<file path="config.mk">
export PLATFORM = sky130hd
export DESIGN_NAME = addr_shift_queue
export DESIGN_NICKNAME = d
export VERILOG_FILES = /design/src/rtl/addr_shift_queue.sv
export SDC_FILE = /design/constraint.sdc
export NUM_CORES = 1
export LEC_CHECK = 0
export BUFFER_PORTS_ARGS = -buffer_cell sky130_fd_sc_hd__buf_4
export CAP_MARGIN = 20
export CORE_MARGIN = 1
export CORE_UTILIZATION = 57
export CTS_CLUSTER_SIZE = 20
export DETAILED_ROUTE_END_ITERATION = 10
export PLACE_DENSITY = 0.91
export SYNTH_ARGS = -nofsm -noshare
export SYNTH_HDL_FRONTEND = slang
export SYNTH_SLANG_ARGS = --single-unit
</file>
<file path="constraint.sdc">
create_clock -name clk -period 6.5 [get_ports clk]
set_input_delay 0.65 -clock clk [delete_from_list [all_inputs] [get_ports clk]]
set_output_delay 0.65 -clock clk [all_outputs]
set_load 0.03 [all_outputs]
</file>
<file path="src/rtl/addr_shift_queue.sv">
// In-order shift queue with occupancy flags, simultaneous push/pop, flush and associative lookup.
// Define ADDR_QUEUE_OVERWRITE_EN to make a push on a full queue drop the head instead of being discarded.
module addr_shift_queue #(
    parameter int DATA_BITS = 32,
    parameter int REG_DEPTH = 5,
    parameter int CNT_BITS  = $clog2(REG_DEPTH + 1)
) (
    input  logic                           clk,
    input  logic                           reset,
    input  logic                           flush,
    input  logic                           pushEn,
    input  logic [DATA_BITS-1:0]           inVector,
    input  logic                           popEn,
    input  logic [DATA_BITS-1:0]           lookupAddr,
    output logic [DATA_BITS-1:0]           headData,
    output logic [DATA_BITS*REG_DEPTH-1:0] dataVec,
    output logic [REG_DEPTH-1:0]           validVec,
    output logic [CNT_BITS-1:0]            count,
    output logic                           full,
    output logic                           empty,
    output logic                           overflow,
    output logic                           underflow,
    output logic                           lookupHit,
    output logic [$clog2(REG_DEPTH)-1:0]   lookupIdx
);
    localparam int                  IDX_BITS = $clog2(REG_DEPTH);
    localparam logic [CNT_BITS-1:0] DEPTH_C  = CNT_BITS'(REG_DEPTH);

    logic [DATA_BITS-1:0] r_data [REG_DEPTH];
    logic [CNT_BITS-1:0]  r_count;
    logic [REG_DEPTH-1:0] r_valid;
    logic                 r_full;
    logic                 r_empty;
    logic                 r_overflow;
    logic                 r_underflow;

    logic                 w_shift;
    logic                 w_write;
    logic [IDX_BITS-1:0]  w_widx;
    logic [CNT_BITS-1:0]  w_count_nxt;
    logic [DATA_BITS-1:0] w_data_nxt [REG_DEPTH];
    logic [REG_DEPTH-1:0] w_valid_nxt;
    logic                 w_ovf;
    logic                 w_unf;
    logic                 w_hit;
    logic [IDX_BITS-1:0]  w_hit_idx;

    // Every accepted operation reduces to: optional shift-down, then optional write at w_widx.
    always_comb begin
        w_shift     = 1'b0;
        w_write     = 1'b0;
        w_widx      = '0;
        w_count_nxt = r_count;
        w_ovf       = pushEn && !popEn && r_full;
        w_unf       = popEn && !pushEn && r_empty;
        if (pushEn && popEn) begin
            w_write = 1'b1;
            if (r_empty) begin
                w_count_nxt = CNT_BITS'(1);
            end else begin
                w_shift = 1'b1;
                w_widx  = IDX_BITS'(r_count - 1'b1);
            end
        end else if (pushEn) begin
            if (!r_full) begin
                w_write     = 1'b1;
                w_widx      = IDX_BITS'(r_count);
                w_count_nxt = r_count + 1'b1;
            end
`ifdef ADDR_QUEUE_OVERWRITE_EN
            else begin
                w_shift = 1'b1;
                w_write = 1'b1;
                w_widx  = IDX_BITS'(REG_DEPTH - 1);
            end
`else
            else begin
                w_write = 1'b0;
            end
`endif
        end else if (popEn && !r_empty) begin
            w_shift     = 1'b1;
            w_count_nxt = r_count - 1'b1;
        end
    end

    always_comb begin
        for (int i = 0; i < REG_DEPTH; i++) begin
            w_data_nxt[i] = r_data[i];
        end
        if (w_shift) begin
            for (int i = 0; i < REG_DEPTH - 1; i++) begin
                w_data_nxt[i] = r_data[i+1];
            end
        end
        for (int i = 0; i < REG_DEPTH; i++) begin
            if (w_write && (w_widx == IDX_BITS'(i))) begin
                w_data_nxt[i] = inVector;
            end
        end
        for (int i = 0; i < REG_DEPTH; i++) begin
            w_valid_nxt[i] = (CNT_BITS'(i) < w_count_nxt);
        end
    end

    // Flush leaves entry data in place; only the occupancy state is cleared.
    always_ff @(posedge clk) begin
        if (reset) begin
            for (int i = 0; i < REG_DEPTH; i++) begin
                r_data[i] <= '0;
            end
            r_count     <= '0;
            r_valid     <= '0;
            r_full      <= 1'b0;
            r_empty     <= 1'b1;
            r_overflow  <= 1'b0;
            r_underflow <= 1'b0;
        end else if (flush) begin
            r_count     <= '0;
            r_valid     <= '0;
            r_full      <= 1'b0;
            r_empty     <= 1'b1;
            r_overflow  <= 1'b0;
            r_underflow <= 1'b0;
        end else begin
            for (int i = 0; i < REG_DEPTH; i++) begin
                r_data[i] <= w_data_nxt[i];
            end
            r_count     <= w_count_nxt;
            r_valid     <= w_valid_nxt;
            r_full      <= (w_count_nxt == DEPTH_C);
            r_empty     <= (w_count_nxt == '0);
            r_overflow  <= w_ovf;
            r_underflow <= w_unf;
        end
    end

    // Scan from the top down so the lowest matching index wins.
    always_comb begin
        w_hit     = 1'b0;
        w_hit_idx = '0;
        for (int i = REG_DEPTH - 1; i >= 0; i--) begin
            if (r_valid[i] && (r_data[i] == lookupAddr)) begin
                w_hit     = 1'b1;
                w_hit_idx = IDX_BITS'(i);
            end
        end
    end

    genvar g;
    generate
        for (g = 0; g < REG_DEPTH; g++) begin : g_pack
            assign dataVec[g*DATA_BITS +: DATA_BITS] = r_data[g];
        end
    endgenerate

    assign headData  = r_empty ? '0 : r_data[0];
    assign validVec  = r_valid;
    assign count     = r_count;
    assign full      = r_full;
    assign empty     = r_empty;
    assign overflow  = r_overflow;
    assign underflow = r_underflow;
    assign lookupHit = w_hit;
    assign lookupIdx = w_hit_idx;

endmodule

</file>
Word-level counts from Yosys, hierarchy flattened
Memory sizes are Yosys's and may differ from the RTL's.
Cells that the tools add are included.
{"block": "totals", "memories": 1, "inputBits": 69, "output_inout_bits": 208, "mem_bits_rw": 160, "wordCells": 94, "reg_bits": 12, "mem_bits_ro": 0, "latchBits": 0}
{"name": "r_data", "words": 5, "width": 32, "rd": 5, "rd_clocked_by_memory_dff": 0, "write_ports": 5, "line": "29", "rtl": "logic [DATA_BITS-1:0] r_data [REG_DEPTH];"}
{"block": "classes", "order_cmp": 5, "bitwise_logic": 5, "n_div": 0, "n_addsub": 2, "n_mux": 43, "shifts": 0, "multipliers": 0, "eq_ne": 10, "n_reduce_logical": 22}
{"op": "$mux 32", "count": 11}
{"op": "$eq 32x32->1", "count": 5}
{"op": "$mux 128", "count": 1}
{"op": "$mux 3", "count": 14}
{"op": "$mux 1", "count": 17}
{"op": "$logic_and 1x1->1", "count": 16}
{"op": "$eq 3x2->1 const B", "count": 2}
{"op": "$eq 3x3->1 const B", "count": 2}
{"op": "$logic_not 3->1", "count": 2}
{"op": "$lt 1x3->1 const A", "count": 2}
{"op": "$lt 2x3->1 const A", "count": 2}
{"op": "$or 1x1->1", "count": 5}
{"op": "$add 3x1->3 const B", "count": 1}
{"op": "$eq 3x1->1 const B", "count": 1}
{"op": "$logic_not 1->1", "count": 3}
{"op": "$lt 3x3->1 const A", "count": 1}
{"op": "$sub 3x1->3 const B", "count": 1}
{"op": "$reduce_or 2->1", "count": 1}

Depth between registers and ports, before layout
Gate-level depths: netlist of run 1.
{"block": "depth", "ltp_word": 8, "mapped_depth": 10, "ltp_nobuf": 8}

Least setup slack after synthesis of run 1
OpenSTA, ideal clock, no wires.
{"block": "synth_timing", "path_kind": "input to output", "start": "input lookupAddr[1]", "end": "output lookupIdx[0]", "t_arrival_ps": 2393, "required_time_ps": 5850, "path_buffers": 1, "path_stages": 7, "slack_ps": 3457, "cell_sequence": "clkbuf_1 > xnor2_1 > nand4_1 > nor4_1 > nand3_1 > nand2b_1 > a21boi_0"}
{"block": "synth_via", "elab_chain_len": 6}
{"item": "start: declaration", "line": "14", "rtl": "input logic [DATA_BITS-1:0] lookupAddr,"}
{"item": "$eq 32x32->1", "line": "143", "rtl": "if (r_valid[i] && (r_data[i] == lookupAddr)) begin"}
{"item": "$logic_and 1x1->1", "line": "143"}
{"item": "$mux 3 (3 in series)", "line": "143"}
{"item": "$mux 3 *", "line": "143"}
{"item": "end: declaration", "line": "24", "rtl": "output logic [$clog2(REG_DEPTH)-1:0] lookupIdx"}
Mark *: on every way between the ends. The rest lies on a longest branch, timed or not.

==> results.sh, run 1 <==
export IMPL_core_um2=16800
export IMPL_path_clk_slew_ns=0.07
export IMPL_grt_setup_unrepaired="false"
export IMPL_arrival_ns=3.72
export IMPL_dr_wl_met3_um=3620
export IMPL_hold_buffers=0
export IMPL_fill_cells=1127
export IMPL_status="complete, no violations"
export IMPL_drt_iter0_drc=1089
export IMPL_antenna_left=0
export IMPL_num_rows=47
export IMPL_max_slew_margin_pct=24.1
export IMPL_critPathRequiredTime_ns=6.56
export IMPL_syn_avg_cell_area_um2=11.5
export IMPL_grt_ovfl_total=0
export IMPL_yosys_warnings=0
export IMPL_gp_congestion=0.966
export IMPL_ys_seq_elements=171
export IMPL_start_kind="register"
export IMPL_diodes=0
export IMPL_vias_per_cell=6.08
export IMPL_netlist_area_um2=9890
export IMPL_clk_latency_ns=0.44
export IMPL_cts_resized=0
export IMPL_cts_tree="yes"
export IMPL_cts_setup_buffers=0
export IMPL_postLayoutCellArea_um2=12500
export IMPL_grt_pass1_wl_um=47700
export IMPL_hold_path_class="primary input to register"
export IMPL_ys_flop_type="edfxtp_1"
export IMPL_whs_ns=0.500
export IMPL_grt_max_degree=66
export IMPL_maxCapViolCount=0
export IMPL_io_buffers=276
export IMPL_grt_usage_pct=36.8
export IMPL_routed_top_layer="met4"
export IMPL_cts_buffers=17
export IMPL_pre_cts_slack_ns=2.77
export IMPL_wirelength_um=32500
export IMPL_peakVddDrop_mv=0.193
export IMPL_criticalPathCategory="register to register"
export IMPL_drc_errors=0
export IMPL_vias=8013
export IMPL_antenna_found_initial=1
export IMPL_finalHoldViolCount=0
export IMPL_root_buffer="clkbuf_16"
export IMPL_r2r_start="count[0]"
export IMPL_hpwl_um=23600
export IMPL_grt_pass1_vias=7677
export IMPL_startpoint="count[0]"
export IMPL_min_period_ns=3.66
export IMPL_cts_path_max_buffers=2
export IMPL_dr_pass1_iters=5
export IMPL_synth_edf_count=160
export IMPL_end_kind="register"
export IMPL_cts_sinks=171
export IMPL_async_flop_share_pct=0
export IMPL_h_tree_depth=4
export IMPL_pin_count=277
export IMPL_wl_met2_um=15600
export IMPL_critPathMaxFanout=33
export IMPL_start_util_pct=59.0
export IMPL_final_setup_viol_count=0
export IMPL_post_dp_cell_area_um2=11800
export IMPL_skew_ns=0.00855
export IMPL_final_cell_mix="buf_4 (282), edfxtp_1 (160), xnor2_1 (140)"
export IMPL_power_density_nw_per_um2=256
export IMPL_slew_viol_final=0
export IMPL_syn2layout_area_growth_pct=26.1
export IMPL_worst_slack_ns=2.84
export IMPL_p_leak_nw=5.62
export IMPL_route_layer_met1_wl_um=12000
export IMPL_syn_nets=932
export IMPL_drive_gt1_share_pct=29.6
export IMPL_die_x_um=134
export IMPL_die_height_um=134
export IMPL_ys_types=46
export IMPL_final_common_cell="buf_4"
export IMPL_hp_start="pushEn"
export IMPL_fmax_mhz=273
export IMPL_min_period_over_period_pct=56.4
export IMPL_tns_ns=0
export IMPL_synth_cells=860
export IMPL_fin_nets=1159
export IMPL_worstMarginPinSlew_ns=1.14
export IMPL_drt_wirelength_per_cell_um=24.7
export IMPL_ys_seq_area_share_pct=50.8
export IMPL_dieArea_um2=17900
layer usage:
metal	global-route usage [%]	vias up
met5	0	-
met4	17.3	0
met3	8.11	87
met2	59.3	620
met1	47.2	3877
li1	-	3429
worst paths after layout:
path | end | slack (ns) | depth (start not counted)
worst max register to register | r_data[0][121] | 2.84 | 7
worst max-delay path | r_data[0][121] | 2.84 | 7
worst min register to register | r_data[0][34] | 0.67 | 2
worst min-delay path | underflow | 0.50 | 2
sequential cells by signal, indices dropped and copies added, names as in the netlist:
register	cells
r_data	160
validVec	5
count	2
empty	1
full	1
overflow	1
underflow	1
cells by family (layout without fill, tap and decap cells):
group           after synthesis  in the layout  share of synthesized area [%]
flops                       171            171                           50.8
mux                         128            128                           13.0
xor+xnor                    161            161                           14.3
buf+inv                      81            320                           5.05
compound gates               23             23                           1.66
fa+ha+maj                     3              3                          0.380
simple gates                293            293                           14.9
Yosys cell counts (6+ instances only):
| library cell | instances | area share (%) |
|---|---|---|
| and2_1 | 32 | 2.0 |
| dfxtp_1 | 11 | 2.2 |
| xnor2_1 | 140 | 12 |
| and3_1 | 7 | 0.44 |
| inv_1 | 7 | 0.27 |
| nand4_1 | 32 | 2.0 |
| buf_6 | 15 | 1.7 |
| nor2_1 | 135 | 5.1 |
| buf_2 | 9 | 0.46 |
| nor2b_1 | 36 | 2.3 |
| clkbuf_1 | 41 | 1.6 |
| a21oi_1 | 7 | 0.35 |
| edfxtp_1 | 160 | 49 |
| nor4_1 | 10 | 0.63 |
| nor3_1 | 7 | 0.35 |
| buf_4 | 6 | 0.46 |
| xor2_1 | 21 | 1.9 |
| nand3_1 | 10 | 0.51 |
| mux2i_1 | 128 | 13 |
worst max-delay path: stages, from the launching register on:
cell	delay, ns
dfxtp_1	0.48
inv_1	0.11
ha_1	0.34
nor3b_1	0.19
o21ai_1	0.15
or3_2	0.92
a21oi_1	0.30
or2_2	0.77
area by class of cell:
type / count / area, um2 / share of cell area (%)
Inverter: 7 / 26.3 / 0.211
Clock inverter: 13 / 224 / 1.80
Multi-Input combinational cell: 608 / 4370 / 35.1
Tap cell: 220 / 275 / 2.21
Timing Repair Buffer: 282 / 2120 / 17.0
Clock buffer: 18 / 429 / 3.44
Sequential cell: 171 / 5020 / 40.3
through the flow:
| stage | std cells | util, % | power [W] |
|---|---|---|---|
| 3_5_place_dp | 1288 | 70.5 | 0.00205 |
| 2_1_floorplan | 860 | - | 0.00178 |
| 3_3_place_gp | 1288 | 70.5 | 0.00204 |
| 4_1_cts | 1319 | 74.4 | 0.00318 |
| 6_report | 1319 | 74.4 | 0.00319 |
| 5_1_grt | 1319 | 74.4 | 0.00326 |
report_power, final:
group | internal (W) | leakage [nW] | switching [W] | total [W]
clock network | 0.000716 | 0.316 | 0.000435 | 0.00115
registers | 0.00129 | 1.75 | 0.0000866 | 0.00138
logic | 0.000250 | 3.56 | 0.000418 | 0.000668
(Power assumes the default switching activity.)
==> run 2, diff against run 1 <==
--- a/config.mk
+++ b/config.mk
@@ -8,10 +8,10 @@
 export BUFFER_PORTS_ARGS = -buffer_cell sky130_fd_sc_hd__buf_4
 export CAP_MARGIN = 20
 export CORE_MARGIN = 1
-export CORE_UTILIZATION = 57
+export CORE_UTILIZATION = 53
 export CTS_CLUSTER_SIZE = 20
 export DETAILED_ROUTE_END_ITERATION = 10
-export PLACE_DENSITY = 0.91
+export PLACE_DENSITY = 0.86
 export SYNTH_ARGS = -nofsm -noshare
 export SYNTH_HDL_FRONTEND = slang
 export SYNTH_SLANG_ARGS = --single-unit
==> constraint.sdc (replaced) <==
create_clock -name clk -period 3.8 [get_ports clk]
set_input_delay 0.38 -clock clk [delete_from_list [all_inputs] [get_ports clk]]
set_output_delay 0.38 -clock clk [all_outputs]
set_load 0.03 [all_outputs]
==> results.sh, run 2 (synthesis gave the netlist of run 1 again) <==
export IMPL_p_leak_nw=5.65
export IMPL_status="complete, but fails checks"
export IMPL_min_to="underflow"
export IMPL_final_common_cell="buf_4"
export IMPL_cts_setup_buffers=0
export IMPL_antenna_left=0
export IMPL_final_setup_viol_count=0
export IMPL_min_period_over_period_pct=88.2
export IMPL_skew_ns=0.00944
export IMPL_power_density_nw_per_um2=429
export IMPL_crit_path_frequent_cell="nand4_1"
export IMPL_grt_pass1_wl_um=49200
export IMPL_criticalPathCategory="register to output port"
export IMPL_largest_register_ffs=160
export IMPL_cts_resized=0
export IMPL_violations="DRC"
export IMPL_finalHoldViolCount=0
export IMPL_io_buffers=276
export IMPL_postLayoutCellArea_um2=12500
export IMPL_drc_errors=18
export IMPL_peakVddDrop_mv=0.369
export IMPL_tns_ns=0
export IMPL_core_um2=18100
export IMPL_diodes=0
export IMPL_cp_slowest_cell="or4_1"
export IMPL_num_rows=49
export IMPL_dr_pass1_iters=8
export IMPL_slew_viol_final=0
export IMPL_vias_per_cell=6.05
export IMPL_r2r_setup_slack_ns=0.89
export IMPL_dieArea_um2=19200
export IMPL_post_dp_cell_area_um2=11900
export IMPL_die_x_um=139
export IMPL_cts_sinks=171
export IMPL_hpwl_um=24300
export IMPL_syn2layout_area_growth_pct=26.8
export IMPL_fill_cells=1330
export IMPL_antenna_found_initial=0
export IMPL_grt_usage_pct=35.2
export IMPL_arrival_ns=2.97
export IMPL_hold_depth=2
export IMPL_drt_iter0_drc=970
export IMPL_vias=8082
export IMPL_multi_input_area_um2=4380
export IMPL_hold_path_class="primary input to register"
export IMPL_die_height_um=139
export IMPL_cts_tree="yes"
export IMPL_r2r_start="count[0]"
export IMPL_root_buffer="clkbuf_16"
export IMPL_crit_family="simple AND/OR/NAND/NOR gates"
export IMPL_drt_wirelength_per_cell_um=25.4
export IMPL_fin_nets=1165
export IMPL_maxCapViolCount=0
export IMPL_wirelength_um=33900
export IMPL_hp_start="pushEn"
export IMPL_largest_register="r_data"
export IMPL_grt_ovfl_total=0
export IMPL_regToRegEndpoint="r_data[0][60]"
export IMPL_path_cells="xnor2_1 -> nand4_1 -> nor4_1 -> nand4_1 -> or4_1 -> nor2_1 -> buf_4"
export IMPL_worstMarginPinSlew_ns=0.915
export IMPL_min_period_ns=3.35
export IMPL_crit_buf_inv=1
export IMPL_h_tree_depth=4
export IMPL_reg2regPathDepth=8
export IMPL_clk_latency_ns=0.45
export IMPL_critPathMaxFanout=3
export IMPL_cts_path_max_buffers=2
export IMPL_start_util_pct=54.5
export IMPL_fmax_mhz=298
export IMPL_gp_congestion=0.980
export IMPL_path_clk_slew_ns=0.07
export IMPL_max_slew_margin_pct=38.8
export IMPL_grt_setup_unrepaired="false"
export IMPL_grt_max_degree=67
export IMPL_critPathRequiredTime_ns=3.42
export IMPL_cts_buffers=17
export IMPL_start_kind="register"
export IMPL_pin_count=277
export IMPL_drive_gt1_share_pct=29.6
export IMPL_end_kind="output port"
export IMPL_final_cell_mix="buf_4 (284), edfxtp_1 (160), xnor2_1 (140)"
export IMPL_hold_buffers=0
export IMPL_max_stage_delay_ns=0.56
export IMPL_seq_area_um2=5030
export IMPL_grt_pass1_vias=7745
==> run 2: cell types whose count changed in the layout (fill, tap and decap cells not counted), sizes merged <==
cell and delta:
clkinv -2, clkbuf +7, clkinvlp -2, buf +6, bufinv -2
==> run 2: how the worst max path moves through the flow <==
stage                               from             to  slack [ns]  depth (start not counted)
after floorplan                 count[0]  r_data[0][64]         1.0                          8
after global placement    lookupAddr[24]   lookupIdx[2]        1.02                          8
after detailed placement        count[0]  r_data[0][56]        0.92                          8
after CTS                 r_data[0][152]   lookupIdx[2]        0.53                          7
after global routing      r_data[0][152]   lookupIdx[2]        0.41                          7
final                     r_data[0][152]   lookupIdx[2]        0.45                          7
==> run 2: layout make-up <==
type / count / share of cell area (%)
Tap cell: 229 / 2.29
Inverter: 7 / 0.210
Multi-Input combinational cell: 608 / 34.9
Timing Repair Buffer: 288 / 17.6
Clock buffer: 25 / 3.71
Clock inverter: 7 / 1.14
Sequential cell: 171 / 40.1
==> run 2: where the power goes <==
group / switching (W) / internal, W
clock network: 0.000737 / 0.00112
registers: 0.000150 / 0.00220
logic: 0.000725 / 0.000440
==> run 2: per-layer routing <==
layer / global-route usage, % / wire length (um) / up-vias
met5: 0 / 0 / -
li1: - / - / 3450
met1: 45.6 / 12400 / 3897
met4: 16.0 / 1450 / 0
met3: 8.49 / 4090 / 102
met2: 56.3 / 16000 / 633
==> run 2: metrics by stage <==
step           setup WS (ns)  utilization [%]  instances  hold WS (ns)  power [W]
2_1_floorplan           1.00                -        860         0.578    0.00304
3_3_place_gp            1.02             65.7       1303         0.620    0.00351
3_5_place_dp           0.923             65.7       1303         0.636    0.00353
4_1_cts                0.533             69.1       1335         0.214    0.00535
5_1_grt                0.413             69.1       1335         0.244    0.00548
6_report               0.447             69.1       1335         0.225    0.00538
==> run 2: worst reg2reg max path: cells and delay by family (launching register included) <==
kind / cells / cell delay (ns)
AO/OA/AOI/OAI: 2 / 0.45
adder cells (fa/ha/maj): 1 / 0.33
buffers and inverters: 2 / 0.35
flip-flops: 1 / 0.45
AND/OR/NAND/NOR: 3 / 1.03
